## src/rtl/mem_dbus_master.sv

```systemverilog
// MEM-stage initiator for the SRAM-like data bus: issues one load/store at a time,
// stalls MEM until it completes, and drains transactions orphaned by a flush.
module mem_dbus_master #(
  parameter int ADDR_W = 32
) (
  input  logic              clk,
  input  logic              rst,
  input  logic              MEM_Valid,
  input  logic              MEM_IsLoad,
  input  logic              MEM_IsStore,
  input  logic [ADDR_W-1:0] MEM_Addr,
  input  logic [31:0]       MEM_StoreData,
  input  logic [1:0]        MEM_Size,
  input  logic              MEM_LoadSign,
  input  logic              MEM_Flush,
  input  logic              WB_Wr,
  output logic              MEM_Stall,
  output logic              MEM_AddrErr,
  output logic [31:0]       MEM_DMOut,
  output logic              data_req,
  output logic              data_wr,
  output logic [1:0]        data_size,
  output logic [ADDR_W-1:0] data_addr,
  output logic [31:0]       data_wdata,
  output logic [3:0]        data_wstrb,
  input  logic              data_addr_ok,
  input  logic              data_data_ok,
  input  logic [31:0]       data_rdata
);

  typedef enum logic [2:0] {S_IDLE, S_REQ, S_WAIT_DATA, S_DONE, S_DRAIN} state_t;

  state_t      state, state_nxt;
  logic        flushed;
  logic        accept;
  logic        access, start;
  logic        is_half, is_word;
  logic [1:0]  lat_off;
  logic [1:0]  lat_size;
  logic        lat_sign;
  logic        lat_load;

  // Size code 3 is treated as a word everywhere, hence the test on bit 1 only.
  function automatic logic [31:0] store_wdata(input logic [1:0] size, input logic [31:0] d);
    if (size[1])      return d;
    else if (size[0]) return {2{d[15:0]}};
    else              return {4{d[7:0]}};
  endfunction

  function automatic logic [3:0] store_wstrb(input logic [1:0] size, input logic [1:0] off);
    if (size[1])      return 4'b1111;
    else if (size[0]) return off[1] ? 4'b1100 : 4'b0011;
    else              return 4'b0001 << off;
  endfunction

  function automatic logic [31:0] load_ext(input logic [1:0] size, input logic [1:0] off,
                                           input logic sign, input logic [31:0] rd);
    logic signed [7:0]  b;
    logic signed [15:0] h;
    b = rd[8*off +: 8];
    h = rd[16*off[1] +: 16];
    if (size[1])      return rd;
    else if (size[0]) return sign ? 32'($signed(h)) : {16'h0, h};
    else              return sign ? 32'($signed(b)) : {24'h0, b};
  endfunction

  assign access      = MEM_Valid & (MEM_IsLoad | MEM_IsStore);
  assign is_word     = MEM_Size[1];
  assign is_half     = (MEM_Size == 2'd1);
  assign MEM_AddrErr = access & ((is_half & MEM_Addr[0]) | (is_word & (MEM_Addr[1:0] != 2'b00)));
  assign start       = access & ~MEM_AddrErr & ~MEM_Flush;

  // The MEM stage is frozen while a request is pending, so bus fields come straight from it.
  assign data_wr    = MEM_IsStore;
  assign data_size  = MEM_Size;
  assign data_addr  = MEM_Addr;
  assign data_wdata = store_wdata(MEM_Size, MEM_StoreData);
  assign data_wstrb = MEM_IsStore ? store_wstrb(MEM_Size, MEM_Addr[1:0]) : 4'b0000;

  always_comb begin
    state_nxt = state;
    data_req  = 1'b0;
    MEM_Stall = 1'b0;
    accept    = 1'b0;
    case (state)
      S_IDLE: begin
        data_req  = start;
        MEM_Stall = start;
        if (start) begin
          accept    = data_addr_ok;
          state_nxt = data_addr_ok ? S_WAIT_DATA : S_REQ;
        end
      end
      S_REQ: begin
        data_req  = 1'b1;
        MEM_Stall = 1'b1;
        if (data_addr_ok) begin
          accept    = 1'b1;
          state_nxt = (flushed | MEM_Flush) ? S_DRAIN : S_WAIT_DATA;
        end
      end
      S_WAIT_DATA: begin
        MEM_Stall = 1'b1;
        if (data_data_ok)   state_nxt = MEM_Flush ? S_IDLE : S_DONE;
        else if (MEM_Flush) state_nxt = S_DRAIN;
      end
      S_DONE: begin
        if (WB_Wr | MEM_Flush) state_nxt = S_IDLE;
      end
      S_DRAIN: begin
        MEM_Stall = 1'b1;
        if (data_data_ok) state_nxt = S_IDLE;
      end
      default: state_nxt = S_IDLE;
    endcase
  end

  always_ff @(posedge clk or posedge rst) begin
    if (rst) begin
      state     <= S_IDLE;
      flushed   <= 1'b0;
      lat_off   <= 2'b00;
      lat_size  <= 2'b00;
      lat_sign  <= 1'b0;
      lat_load  <= 1'b0;
      MEM_DMOut <= 32'h0;
    end else begin
      state   <= state_nxt;
      flushed <= (state == S_REQ) & ~data_addr_ok & (flushed | MEM_Flush);
      if (accept) begin
        lat_off  <= MEM_Addr[1:0];
        lat_size <= MEM_Size;
        lat_sign <= MEM_LoadSign;
        lat_load <= MEM_IsLoad;
      end
      if ((state == S_WAIT_DATA) && data_data_ok && !MEM_Flush && lat_load)
        MEM_DMOut <= load_ext(lat_size, lat_off, lat_sign, data_rdata);
    end
  end

endmodule

```

## config.mk

```make
export PLATFORM = sky130hd
export DESIGN_NAME = mem_dbus_master
export DESIGN_NICKNAME = d
export VERILOG_FILES = /design/src/rtl/mem_dbus_master.sv
export SDC_FILE = /design/constraint.sdc
export NUM_CORES = 1
export LEC_CHECK = 0
export ABC_CLOCK_PERIOD_IN_PS = 1500
export CORE_UTILIZATION = 32
export CTS_CLUSTER_SIZE = 12
export DETAILED_ROUTE_END_ITERATION = 6
export HOLD_SLACK_MARGIN = 0.08
export PLACE_DENSITY = 0.83
export SLEW_MARGIN = 20
export SYNTH_ARGS = -nofsm -noshare
export SYNTH_HDL_FRONTEND = slang
export SYNTH_SLANG_ARGS = --single-unit
```

## constraint.sdc

```tcl
create_clock -name clk -period 1.5 [get_ports clk]
set_input_delay 0.3 -clock clk [delete_from_list [all_inputs] [get_ports clk]]
set_output_delay 0.3 -clock clk [all_outputs]
set_load 0.005 [all_outputs]
```

==> reports/metrics.cfg <==
[detailed_routing]
dr.pass1.iters=6
finalWirelength_um=11790
routed_via_density=5.198
drc=0
num_vias=3394
wl_per_cell_um=18.06
drt-initial-drc-count=129
antenna_left=0

[placed_design]
place_ws_ns=-0.8549
io_buffers=153
dp_hpwl_um=7655
gp_congestion=0.8603
placed_cell_area_um2=4855

[critical_path]
cp-start-kind=primary input
cp.required_ns=1.69
crit_buf_inv=2
cp.arrival_ns=1.86
critPathSlowestCell=mux4_2
path_class=in -> reg
critical_path.cell_chain=clkdlybuf4s50_1 > mux4_2 > a31oi_4 > buf_12 > a221oi_2 > a21o_1
critPathMaxStageDelay_ns=0.50
cp_max_fo=7
end_kind=flip-flop
cp_top_family=buffers and inverters

[clocking]
clock_latency_ns=0.30
cts_tree=built
path_clk_slew_ns=0.08
cts_buffers=5
clockBufferDepth=2
htree_levels=2
cts_sinks=42
ctsRootBufferMaster=clkbuf_8

[global_route]
track_usage=0.2275
grt_max_degree=43
overflow=0
grt_pass1_vias=3479
grt_antenna_before_repair=0
grt_pass1_wl_um=17760

[synthesis]
synth_cell_types=39
syn_area_per_cell_um2=8.795
async_flop_share=1.000
ys_dominant_reg_cell=dfrtp_1
ys_seq_elements=42
synth-seq-area-share=0.3474
yosysWarnings=0
synth.net_count=452
synthCells=344
synth_area_um2=3025
synth_enable_flop_cells=0

[timing]
finalSetupViolations=49
max-slew-margin-rel=0.7294
fin_hold_ws_ns=0.3290
post-route-period-util=1.112
skew_ns=0.009572
fin_ws_ns=-0.1677
hold_violations=0
worstMarginPinSlew_ns=0.4029
min_period_ns=1.668
slew_viol_final=0
rsz0062_at_grt=yes
max_freq_mhz=599.6

[finish]
final_util=0.6351
syn_to_final_growth_pct=93.05
final_area_um2=5841
final_nets=649
final_cell_mix=73 x clkdlybuf4s50_1, 64 x buf_4, 42 x dfrtp_1
drive_gt1_frac=0.4520
final_common_cell=clkdlybuf4s50_1
antenna_cells=0

[power_and_ir_drop]
clkPwrFrac=0.120
power.internal_mw=4.777
power.switching_mw=2.954
leakage_nw=2.841
p_per_area_nw_per_um2=1324
swShare=0.3821
pwr-share-seq=0.267
power_frac_comb=0.613
ir_drop_v=0.0005179

[run_status]
violations=negative setup slack
status=finished with violations

[floorplanning]
num_io_pins=214
core_region_area_um2=9196
dieArea_um2=9848
chipHeight_um=99.24
core.rowCount=35
initial_core_util=0.3290
die_width_um=99.24

[min_path]
hold_path.class=in -> async

[flow_run]
max_cap_violations=0

[worst reg2reg max path, cell delays in order, from the launching register on]
cell       delay (ns)
dfrtp_1          0.41
buf_6            0.15
buf_6            0.12
nor4b_4          0.36
a211oi_4         0.09
buf_4            0.16
a2111oi_4        0.28
[cells by family (layout without fill, tap and decap cells)]
logic type,Yosys count,in the layout,synth area share
DFF,42,42,0.3474
buffers and inverters,77,275,0.1555
adders and majority gates,1,1,0.003309
and+or+nand+nor,94,94,0.1414
muxes,42,42,0.1522
AOI/OAI and AO/OA,88,88,0.2002
[metrics by stage]
step	power (mW)	setup TNS, ns	std cells
after floorplan	3.745	-1.568	344
after global placement	5.605	-45.31	601
after detailed placement	5.725	-47.48	601
after CTS	7.267	-4.602	642
after global routing	8.175	-7.998	653
final	7.731	-4.995	653
[flip-flops by register name, indices dropped and copies added (netlist names)]
register	count
MEM_DMOut	32
lat_load	1
lat_sign	1
lat_size	2
flushed	1
lat_off	2
state	3
[repair_timing]
action,in CTS,in global routing
hold buffers,0,0
cloned,5,1
resized for setup,269,78
endpoints found under the setup margin,85,83
setup buffers,29,17
pin swaps,19,11
[final cells by class]
class                      instances  area (um2)
fill                             721        3356
timing repair buffer             255        2476
multi-input combinational        225        2017
sequential                        42        1051
tap                              111       138.9
clock buffer                       5       68.82
inverter                          12       45.04
clock inverter                     3       43.79
[power by group through the flow]
stage                     logic, mW  clock network (mW)  registers [mW]
after global placement         3.65                   0            1.96
after global routing           5.06               0.984            2.13
after detailed placement       3.74                   0            1.99
after CTS                      4.27               0.943            2.06
after floorplan                1.81                   0            1.94
final                          4.74               0.928            2.07
[cell usage after synthesis, drive strengths merged (8+ instances only)]
master  count  area (um2)
buf        53       380.4
nor2       33       123.9
o211ai      8       73.82
mux2       22       247.7
nand2      35       131.4
a21oi      36       180.2
mux2i      19       190.2
nand2b      9       56.30
dfrtp      42        1051
inv        12       45.04
o21ai      14       70.06
a21o        8       60.06
clkbuf     12       45.04
[routing by layer]
metal  share of wire  wire length (um)  global-route usage
met1            0.37              4376              0.2544
met2            0.54              6335              0.4316
met3           0.063               740             0.04006
met4           0.029               339             0.07805
met5               0                 0                   0
[final timing paths]
path	slack, ns	cells after the start	end	from
setup reg to reg	-0.16	6	state[1]	state[1]
hold reg to reg	0.48	1	MEM_DMOut[10]	MEM_DMOut[10]
setup / recovery	-0.17	6	MEM_DMOut[11]	data_rdata[7]
max in group asynchronous	0.94	3	state[0]	rst
hold / removal	0.33	3	state[2]	rst
min in group clk	0.40	3	lat_load	MEM_IsLoad
Note: power is estimated with default switching activity, not from simulation.
